File: config.mk
export PLATFORM = sky130hd
export DESIGN_NAME = eqed_sig_cmp
export DESIGN_NICKNAME = d
export VERILOG_FILES = /design/src/rtl/eqed_pkg.sv /design/src/rtl/eqed_sig_cmp.sv
export SDC_FILE = /design/constraint.sdc
export NUM_CORES = 1
export LEC_CHECK = 0
export CAP_MARGIN = 20
export CORE_AREA = 2 2 39 41
export DETAILED_ROUTE_END_ITERATION = 10
export DIE_AREA = 0 0 41 43
export SLEW_MARGIN = 20
export SYNTH_ARGS = -nofsm -noshare
export SYNTH_HDL_FRONTEND = slang
export SYNTH_SLANG_ARGS = --single-unit
File: constraint.sdc
create_clock -name vclk -period 1.6
set_clock_uncertainty 0.05 [all_clocks]
set_input_delay 0.32 -clock vclk [all_inputs]
set_output_delay 0.32 -clock vclk [all_outputs]
set_load 0.01 [all_outputs]
File: src/rtl/eqed_pkg.sv
// -----------------------------------------------------------------------------
// eqed_pkg
// Shared definitions for the E-QED signature checker slice.
//   - state_e      : checker FSM states (IDLE, RUN, DONE)
//   - *_DEF        : default signature width, lane count and window counter width
//   - MISR_SEED    : reset seed loaded into every MISR lane
// -----------------------------------------------------------------------------
package eqed_pkg;

    localparam int SIG_W_DEF   = 6;
    localparam int NUM_SIG_DEF = 3;
    localparam int WIN_W_DEF   = 10;

    localparam logic [5:0] MISR_SEED = 6'b000001;

    typedef enum logic [1:0] {
        IDLE = 2'd0,
        RUN  = 2'd1,
        DONE = 2'd2
    } state_e;

endpackage

File: src/rtl/eqed_sig_cmp.sv
// -----------------------------------------------------------------------------
// eqed_sig_cmp
// Combinational per-lane equality of two packed signature buses.
// Ports:
//   a_i        [NUM_SIG*SIG_W] : live signatures, lane 0 in the LSBs
//   b_i        [NUM_SIG*SIG_W] : reference signatures, same packing
//   mismatch_o [NUM_SIG]       : bit i set when lane i differs
// -----------------------------------------------------------------------------
import eqed_pkg::*;

module eqed_sig_cmp #(
    parameter int SIG_W   = SIG_W_DEF,
    parameter int NUM_SIG = NUM_SIG_DEF
) (
    input  logic [NUM_SIG*SIG_W-1:0] a_i,
    input  logic [NUM_SIG*SIG_W-1:0] b_i,
    output logic [NUM_SIG-1:0]       mismatch_o
);

    // Lane-by-lane inequality
    always_comb begin
        mismatch_o = {NUM_SIG{1'b0}};
        for (int i = 0; i < NUM_SIG; i++) begin
            mismatch_o[i] = (a_i[i*SIG_W +: SIG_W] != b_i[i*SIG_W +: SIG_W]);
        end
    end

endmodule

# After elaboration in Yosys (flattened, before gate mapping)
# Cells that the tools add are included.
[totals]
reg_bits = 0
input_bits = 36
out_inout_bits = 3
wordCells = 3
[classes]
eq_ne = 3
[op_table]
columns = ["cell", "count"]
rows = [
  ["$ne 6x6->1", 3],
]

# Logic depth before layout (Yosys ltp)
[logic_depth]
depth_word = 1
mapped_depth = 3

# Worst setup path before layout
# Ideal clock, no wire load.
[synth_path]
path_type = "input -> output"
from = "input port b_i[5]"
to = "output port mismatch_o[0]"
arrival_time_ns = 0.863
path_slack_ns = 0.367
cell_stages = 3
path_buffers = 0
cell_sequence = "xor2_1 nor4_1 nand3_1"
[synth_via]
elab_chain_cells = 1
[synth_rtl]
columns = ["element", "line_no", "source"]
rows = [
  ["start: declaration", "eqed_sig_cmp.sv:16", "input logic [NUM_SIG*SIG_W-1:0] b_i,"],
  ["$ne 6x6->1", "eqed_sig_cmp.sv:24", "mismatch_o[i] = (a_i[i*SIG_W +: SIG_W] != b_i[i*SIG_W +: SIG_W]);"],
  ["end: declaration", "eqed_sig_cmp.sv:17", "output logic [NUM_SIG-1:0] mismatch_o"],
]
# Every way passes these cells.

# Worst setup path in the final report
[layout_path]
from = "input port b_i[17]"
to = "output port mismatch_o[2]"
# Same word-level chain as after synthesis.

==> flow_metrics.py <==
metrics = {
    "route": {
        "firstDrtPassIters": 1,
        "drt_iter0_markers": 0,
        "vias": 312,
        "drc": 0,
        "vias_per_cell": 3.95,
        "drtAntennaViolNets": 0,
        "drt_wl_total_um": 648,
        "avgRoutedWirePerCell_um": 8.20,
    },
    "worst_hold_path": {
        "holdPathStages": 5,
        "min_from": "a_i[3]",
        "min_path_type": "in2out",
        "min_to": "mismatch_o[0]",
    },
    "timing": {
        "worst_slew_pin_slew_ns": 0.253,
        "slew_headroom_pct": 83.0,
        "fin_setup_tns_ns": 0,
        "layout_min_cycle_time_ns": 1.53,
        "hold_viol_final": 0,
        "setup_violations": 0,
        "fin_hold_ws_ns": 1.06,
        "setup_ws_ns": 0.0704,
        "rsz0062_at_grt": "no",
        "period_share_pct": 95.6,
        "max_freq_ghz": 0.654,
        "slew_violations": 0,
    },
    "cells_and_area": {
        "n_fill_cell": 180,
        "design.seq.count": 0,
        "nClkBuffers": 0,
        "diodes": 0,
        "stdcell_count": 79,
        "fin_nets": 101,
        "regArea_um2": 0,
        "layout_common_cells": "xor2_1, clkdlybuf4s50_1, clkdlybuf4s15_1",
        "drive_gt1_share_pct": 22.2,
        "area_growth_pct": 182,
        "post-route-util_pct": 39.0,
        "design_area_um2": 539,
    },
    "placement": {
        "place_area_um2": 602,
        "place_congestion": 0.526,
        "dpl_worst_slack_ns": -0.575,
        "numPortBuffers": 39,
        "place_inst": 79,
        "hpwl_um": 619,
    },
    "pwr": {
        "p_leak_nw": 0.228,
        "peakVddDrop_mv": 0.0646,
        "pwr_density_cell_mw_per_mm2": 214,
        "total_power_uw": 115,
    },
    "floorplan": {
        "num_io_pins": 39,
        "die_h_um": 43,
        "die_area_mm2": 0.00176,
        "row_count": 14,
        "die_x_um": 41,
        "core_area_mm2": 0.00138,
        "start_util_pct": 13.8,
    },
    "logic_synthesis": {
        "syn_avg_cell_area_um2": 7.98,
        "synth_top_area_share_pct": 54.9,
        "synth_fp_nets": 60,
        "synth.cell_area_um2": 191,
        "synthTopCellsByArea": "xor2_1, xnor2_1, nor4_1",
        "synth.yosys.seq_area_share_pct": 0,
        "synth_top_area_cell": "xor2_1",
        "netlist_instances": 24,
        "ys_warn_count": 0,
        "synth.distinct_cells": 4,
    },
    "flow_run": {
        "maxCapViolCount": 0,
    },
    "critical_path": {
        "cpPeakStageDelay_ns": 0.28,
        "crit_slowest_cell": "nor4_1",
        "cp.required_ns": 1.23,
        "cp-end-kind": "output port",
        "crit_type": "in2out",
        "path_cells": "clkdlybuf4s15_1, xor2_1, nor4_1, nand3_1, buf_2",
        "cp-start-kind": "primary input",
        "critPathArrivalTime_ns": 1.16,
        "worst-path-max-fanout": 1,
    },
    "global_routing": {
        "grt.overflow.total": 0,
        "grt_util_all_layers_pct": 7.39,
        "first_global_vias": 288,
        "antenna_found_initial": 0,
        "grt_pass1_wl_mm": 1.01,
        "grt_max_degree": 2,
    },
    "clocking": {
        "postCtsSetupBuffers": 0,
    },
    "run_status": {
        "status": "finished, final reports clean",
    },
}
cell families (layout without fill, tap and decap cells):
logic type	count (synthesis)	count (layout)	share of synthesized area (%)
xor+xnor	18	18	82.4
simple gates	6	6	17.6
buf+inv	0	39	0
worst max-delay path by stage:
stage | start | to | depth (start not counted)
finish | b_i[17] | mismatch_o[2] | 5
global route | b_i[17] | mismatch_o[2] | 5
floorplan | b_i[5] | mismatch_o[0] | 3
CTS | a_i[12] | mismatch_o[2] | 5
detailed placement | b_i[13] | mismatch_o[2] | 5
global placement | b_i[11] | mismatch_o[1] | 5
routing by layer:
metal | global-route usage (%) | part of all wire [%] | vias to the layer above
met2 | 14.4 | 52 | 20
met5 | 0 | 0 | -
met1 | 8.23 | 32 | 133
met4 | 0 | 0 | 0
met3 | 1.05 | 16 | 0
li1 | - | - | 159
power breakdown:
part           leakage (nW)  internal (mW)  switching, mW
Combinational         0.228         0.0802         0.0352
Sequential                0              0              0
Clock                     0              0              0
Total                 0.228         0.0802         0.0352
worst max-delay path, delay by kind of cell:
kind	cells	cell delay (ns)
XOR/XNOR	1	0.14
buffers and inverters	2	0.32
AND/OR/NAND/NOR	2	0.38
synth_stat cells, drive strengths merged:
cell / instances
xnor2: 6
nor4: 3
xor2: 12
nand3: 3
timing repair:
item	4_1_cts	5_1_grt
pin swaps	15	14
hold buffers	0	0
resized for setup	46	22
endpoints found under the setup margin	3	3
area by class of cell:
class              count  area (um2)  share of cell area (%)
repair buffers        39         322                    59.6
multi-input cells     24         198                    36.7
well taps             16        20.0                    3.71
Power figures use the tool's default switching activity.
